===== src/rtl/fetch_pkg.sv =====
// Shared types and constants for the instruction fetch stage.
package fetch_pkg;

    typedef enum logic [1:0] {
        ST_IDLE  = 2'd0,
        ST_WAIT  = 2'd1,
        ST_DRAIN = 2'd2
    } fetch_state_e;

    localparam logic [31:0] NOP_INSTR_DEFAULT = 32'h0000_0013;
    localparam int          PC_INCREMENT      = 4;

endpackage


===== src/rtl/program_counter.sv =====
// Program counter: holds the fetch PC and picks the sequential or branch successor.
// A misaligned branch target falls through to pc+4 and sets a sticky fault.
module program_counter
    import fetch_pkg::*;
#(
    parameter int                    ADDR_WIDTH = 32,
    parameter logic [ADDR_WIDTH-1:0] RESET_PC   = '0
) (
    input  logic                  clk,
    input  logic                  reset,
    input  logic                  i_update,
    input  logic                  i_branch_taken,
    input  logic [ADDR_WIDTH-1:0] i_branch_target,
    output logic [ADDR_WIDTH-1:0] o_pc,
    output logic [ADDR_WIDTH-1:0] o_pc_plus4,
    output logic                  o_misalign_fault
);

    logic [ADDR_WIDTH-1:0] r_pc;
    logic                  r_misalign;
    logic [ADDR_WIDTH-1:0] w_pc_plus4;
    logic                  w_target_aligned;

    // Modulo adder: the top of the address space wraps to zero silently.
    assign w_pc_plus4       = r_pc + ADDR_WIDTH'(PC_INCREMENT);
    assign w_target_aligned = (i_branch_target[1:0] == 2'b00);

    always_ff @(posedge clk or posedge reset) begin
        if (reset) begin
            r_pc       <= RESET_PC;
            r_misalign <= 1'b0;
        end else if (i_update) begin
            if (i_branch_taken && w_target_aligned) begin
                r_pc <= i_branch_target;
            end else begin
                r_pc <= w_pc_plus4;
            end
            if (i_branch_taken && !w_target_aligned) begin
                r_misalign <= 1'b1;
            end
        end
    end

    assign o_pc             = r_pc;
    assign o_pc_plus4       = w_pc_plus4;
    assign o_misalign_fault = r_misalign;

endmodule


===== src/rtl/instruction_fetch_unit.sv =====
// Fetch stage: issues one instruction read per pipeline round and holds the result
// in the instruction register for decode.
//
//   state    | meaning
//   ST_IDLE  | no read outstanding; a request strobe issues one
//   ST_WAIT  | read outstanding; first valid is captured, receive without valid is a miss
//   ST_DRAIN | after a miss; swallows the one late response
module instruction_fetch_unit
    import fetch_pkg::*;
#(
    parameter int                    ADDR_WIDTH = 32,
    parameter int                    DATA_WIDTH = 32,
    parameter logic [ADDR_WIDTH-1:0] RESET_PC   = '0,
    parameter logic [DATA_WIDTH-1:0] NOP_INSTR  = DATA_WIDTH'(NOP_INSTR_DEFAULT)
) (
    input  logic                  clk,
    input  logic                  reset,
    input  logic                  fetch_RequestState,
    input  logic                  fetch_ReceiveState,
    input  logic                  writebackState,
    input  logic                  branchTaken,
    input  logic [ADDR_WIDTH-1:0] branchTarget,
    output logic                  memReadEnable,
    output logic [ADDR_WIDTH-1:0] memAddress,
    input  logic [DATA_WIDTH-1:0] memReadData,
    input  logic                  memReadValid,
    output logic [DATA_WIDTH-1:0] instruction,
    output logic                  instructionValid,
    output logic [ADDR_WIDTH-1:0] pcCurrent,
    output logic [ADDR_WIDTH-1:0] pcPlus4,
    output logic                  fetchMiss,
    output logic                  misalignFault
);

    fetch_state_e          r_state;
    fetch_state_e          w_next_state;
    logic [DATA_WIDTH-1:0] r_instr;
    logic                  r_instr_valid;
    logic                  r_fetch_miss;
    logic                  w_read_en;
    logic                  w_capture;
    logic                  w_miss_load;
    logic [ADDR_WIDTH-1:0] w_pc;

    program_counter #(
        .ADDR_WIDTH (ADDR_WIDTH),
        .RESET_PC   (RESET_PC)
    ) u_pc (
        .clk              (clk),
        .reset            (reset),
        .i_update         (writebackState),
        .i_branch_taken   (branchTaken),
        .i_branch_target  (branchTarget),
        .o_pc             (w_pc),
        .o_pc_plus4       (pcPlus4),
        .o_misalign_fault (misalignFault)
    );

    always_ff @(posedge clk or posedge reset) begin
        if (reset) begin
            r_state <= ST_IDLE;
        end else begin
            r_state <= w_next_state;
        end
    end

    // A request in any state restarts the read at the current PC and outranks receive.
    always_comb begin
        w_next_state = r_state;
        w_read_en    = 1'b0;
        w_capture    = 1'b0;
        w_miss_load  = 1'b0;
        if (fetch_RequestState) begin
            w_read_en = 1'b1;
            if (r_state == ST_IDLE && memReadValid) begin
                w_capture    = 1'b1;
                w_next_state = ST_IDLE;
            end else begin
                w_next_state = ST_WAIT;
            end
        end else begin
            case (r_state)
                ST_WAIT: begin
                    if (memReadValid) begin
                        w_capture    = 1'b1;
                        w_next_state = ST_IDLE;
                    end else if (fetch_ReceiveState) begin
                        w_miss_load  = 1'b1;
                        w_next_state = ST_DRAIN;
                    end
                end
                ST_DRAIN: begin
                    if (memReadValid) begin
                        w_next_state = ST_IDLE;
                    end
                end
                default: begin
                    w_next_state = ST_IDLE;
                end
            endcase
        end
    end

    always_ff @(posedge clk or posedge reset) begin
        if (reset) begin
            r_instr       <= NOP_INSTR;
            r_instr_valid <= 1'b0;
            r_fetch_miss  <= 1'b0;
        end else begin
            r_fetch_miss <= w_miss_load;
            if (w_capture) begin
                r_instr       <= memReadData;
                r_instr_valid <= 1'b1;
            end else if (w_miss_load) begin
                r_instr       <= NOP_INSTR;
                r_instr_valid <= 1'b0;
            end
        end
    end

    assign memReadEnable    = w_read_en & ~reset;
    assign memAddress       = w_pc;
    assign pcCurrent        = w_pc;
    assign instruction      = r_instr;
    assign instructionValid = r_instr_valid;
    assign fetchMiss        = r_fetch_miss;

endmodule


===== config.mk =====
export PLATFORM = sky130hd
export DESIGN_NAME = instruction_fetch_unit
export DESIGN_NICKNAME = d
export VERILOG_FILES = /design/src/rtl/fetch_pkg.sv /design/src/rtl/program_counter.sv /design/src/rtl/instruction_fetch_unit.sv
export SDC_FILE = /design/constraint.sdc
export NUM_CORES = 1
export LEC_CHECK = 0
export BUFFER_PORTS_ARGS = -buffer_cell sky130_fd_sc_hd__buf_2
export CAP_MARGIN = 20
export CORE_UTILIZATION = 32
export CTS_BUF_LIST = sky130_fd_sc_hd__clkbuf_4 sky130_fd_sc_hd__clkbuf_8 sky130_fd_sc_hd__clkbuf_16
export DETAILED_ROUTE_END_ITERATION = 10
export SLEW_MARGIN = 10
export SYNTH_ARGS = -nofsm -noshare
export SYNTH_HDL_FRONTEND = slang
export SYNTH_HIERARCHICAL = 1
export SYNTH_SLANG_ARGS = --single-unit

===== constraint.sdc =====
create_clock -name clk -period 5.12 [get_ports clk]
set_input_delay 1.024 -clock clk [delete_from_list [all_inputs] [get_ports clk]]
set_output_delay 1.024 -clock clk [all_outputs]
set_load 0.1 [all_outputs]

==> reports/summary.txt <==
number of DRC markers in iteration 0 -> 216
skew final -> 0.00487 ns
worst min-delay path class -> register to register
Buffers on Ports -> 202
maximum level of the CTS H-tree -> 3
number of synthesized flops with an enable pin -> 0
leak pwr -> 2.51 nW
endpoint type of the worst setup path -> primary output
number of iterations in the first detailed-routing pass -> 5
total count of max-transition violations in the final report -> 0
core area -> 12100 um^2
clock tree from TritonCTS -> built
CTS hold repair buffers -> 0
result of the run -> finished clean
min cycle time layout -> 3.83 ns
peak supply drop -> 0.353 mV
crit path max fanout -> 11
synthesis warning total -> 6
Hold Crit Depth -> 2
Critical Path, Cell by Cell -> ha_1 > nand4_1 > nor3_2 > buf_4 > and4_1 > xor2_1 > buf_2
area of the die -> 12900 um^2
overall power -> 3.86 mW
utilization after layout -> 42.9%
via count -> 3811
count of final hold-check violations -> 0
syn_nets -> 473
Critical Path RT -> 4.10 ns
overall track demand over capacity in global routing -> 18.9%
mean instance size in the synthesized netlist -> 9.93 um^2
RR Endpoint -> u_pc/o_pc[24]
estimated wirelength of the detail-placed design -> 9010 um
power density over the cells -> 745 nW/um^2
global placer's final weighted congestion -> 0.815
cell area after synthesis -> 3980 um^2
most repeated cell in the gate-level netlist after synthesis -> sky130_fd_sc_hd__dfrtp_1
layout cells sized above 1 -> 42.9%
type of the setup path with the least slack -> register to primary output
nets@finish -> 634
endpoint of the worst hold path -> instruction[4]
die span in y -> 114 um
Yosys top cell by area -> sky130_fd_sc_hd__dfrtp_1
Slew Limit Headroom -> 31.5%
area overhead of the layout relative to synthesis -> 30.1%
kind of cell adding the most delay to the critical path -> simple AND/OR/NAND/NOR gates
post-detailed-route wirelength per cell -> 16.9 um
CTS buffer count -> 9
commonest register cell after synthesis -> sky130_fd_sc_hd__dfrtp_1
via/cell ratio -> 5.19
Period Utilization, post-route -> 74.9%
largest net degree at the start of global routing -> 37
number of setup buffers added after CTS -> 0
final setup TNS -> 0 ns
Mapped Cells -> 401
FMAX -> 0.261 GHz
antenna violations before repair -> 1
worst reg2reg path startpoint -> u_pc/o_pc[2]
CP Buf/Inv Count -> 2
biggest cell delay along the critical path -> 0.46 ns
signal arrival time at the worst endpoint -> 2.81 ns
number of global-route vias before repair -> 3616
post-route ant nets -> 0
number of placement rows -> 40
worst slew pin tran -> 1.02 ns
async set-or-reset flop fraction in the synthesized netlist -> 100%
RSZ-0062 raised after global routing -> false
final setup vio count -> 0
count of max-cap constraint violations -> 0
library cell used as clock root buffer -> sky130_fd_sc_hd__clkbuf_16
top-level port count -> 203
initial core utilization -> 33.0%
Yosys cell types -> 56
CTS Buffer Depth -> 2
DIE WIDTH -> 114 um
dominant cells by area after synthesis -> sky130_fd_sc_hd__dfrtp_1, sky130_fd_sc_hd__a32o_1, sky130_fd_sc_hd__buf_4, sky130_fd_sc_hd__xnor2_1, sky130_fd_sc_hd__nand2_1
proportion of netlist area held by the largest area contributor -> 41.5%
total of flip-flops plus latches after synthesis -> 69
detailed-route DRC error count -> 0
total congestion overflow after global routing -> 0
# diodes -> 0
overall routed net length -> 12400 um
most common library cells after synthesis -> sky130_fd_sc_hd__dfrtp_1, sky130_fd_sc_hd__buf_4, sky130_fd_sc_hd__a32o_1
share of the yosys chip area belonging to registers -> 43.5%
first-pass GRT wire length -> 18800 um
Slowest cell on crit path -> sky130_fd_sc_hd__dfrtp_1
clock latency at the later pin of the worst-skew pair -> 0.33 ns
clk sink count -> 69
R2R setup slack -> 2.72 ns
origin of the worst min-delay path -> instruction[4]
crit start category -> register
number of gates resized after cts -> 0
CTS clock-pin slew for the worst setup and hold paths -> 0.06 ns
cells on worst reg2reg path -> 7
## how the worst max path moves through the flow
stage,cells after the start,slack (ns),startpoint,to
after floorplan,6,0.38,u_pc/o_pc[2],pcPlus4[28]
after global placement,5,1.74,u_pc/o_pc[4],pcPlus4[17]
after detailed placement,7,1.65,u_pc/o_pc[2],pcPlus4[18]
after CTS,7,1.28,u_pc/o_pc[2],pcPlus4[24]
after global routing,7,1.14,u_pc/o_pc[2],pcPlus4[24]
final,7,1.29,u_pc/o_pc[2],pcPlus4[18]
## flip-flops by register name, summed over array words and instances (netlist names)
signal	count
u_pc/o_misalign_fault	1
instructionValid	1
fetchMiss	1
instruction	32
r_state	2
u_pc/o_pc	32
## routing by layer
metal / vias to the layer above / part of all wire [%] / GRT usage (%) / wire (um)
met2: 193 / 49 / 33.7 / 6060
met5: - / 0.081 / 0 / 10
met1: 1843 / 42 / 22.2 / 5190
met3: 10 / 8.4 / 5.37 / 1040
li1: 1763 / - / - / -
met4: 2 / 0.82 / 4.74 / 102
## layout by cell type, fill, tap and decap left out, types with 6 or more instances in the layout
cell	synthesis	final
sky130_fd_sc_hd__a32o_1	29	29
sky130_fd_sc_hd__nor2_1	24	23
sky130_fd_sc_hd__and3_1	11	11
sky130_fd_sc_hd__a221o_1	6	6
sky130_fd_sc_hd__dfrtp_1	66	66
sky130_fd_sc_hd__o21ai_0	18	18
sky130_fd_sc_hd__clkbuf_16	0	9
sky130_fd_sc_hd__a31oi_1	8	8
sky130_fd_sc_hd__o21a_1	6	6
sky130_fd_sc_hd__xor2_1	11	11
sky130_fd_sc_hd__nor3_1	13	13
sky130_fd_sc_hd__xnor2_1	18	18
sky130_fd_sc_hd__buf_2	7	202
sky130_fd_sc_hd__nand2_1	27	27
sky130_fd_sc_hd__nand3_1	19	19
sky130_fd_sc_hd__inv_1	15	15
sky130_fd_sc_hd__a21oi_1	9	9
## cell type report
class                           count  area [um^2]
Tap cell                          168          210
Fill cell                        1211         6880
Inverter                           15         56.3
Clock buffer                       12          267
Sequential cell                    69         1730
Multi-Input combinational cell    258         1780
Clock inverter                      4         45.0
Timing Repair Buffer              209         1090
## stage by stage
| step | setup WS (ns) | instances | cell area [um^2] | hold slack (ns) |
|---|---|---|---|---|
| 6_report | 1.29 | 735 | 5180 | 0.476 |
| 3_5_place_dp | 1.65 | 716 | 4820 | 0.460 |
| 4_1_cts | 1.28 | 732 | 5130 | 0.480 |
| 2_1_floorplan | 0.377 | 401 | 3980 | 0.547 |
| 5_1_grt | 1.14 | 735 | 5180 | 0.501 |
| 3_3_place_gp | 1.74 | 716 | 4820 | 0.456 |
## report_power, final
part           internal, mW  switching [mW]
Sequential            0.668           0.147
Combinational         0.327            2.08
Clock                 0.414           0.228
Total                  1.41            2.45
## logic make-up after synthesis
logic type	count (synthesis)	synth area share [%]
adder cells (fa/ha/maj)	1	0.314
buffers and inverters	74	11.9
AND/OR/NAND/NOR	121	16.9
XOR/XNOR	29	6.38
AO/OA/AOI/OAI	107	21.0
flip-flops	69	43.5
## worst register-to-register path, stage by stage, from the launching register on
cell and delay (ns):
sky130_fd_sc_hd__dfrtp_1 0.46, sky130_fd_sc_hd__ha_1 0.28, sky130_fd_sc_hd__nand4_1 0.24, sky130_fd_sc_hd__nor3_2 0.37, sky130_fd_sc_hd__buf_4 0.26, sky130_fd_sc_hd__and4_1 0.27, sky130_fd_sc_hd__o21ai_1 0.07, sky130_fd_sc_hd__a221o_1 0.32
Note: power is estimated with default switching activity, not from simulation.
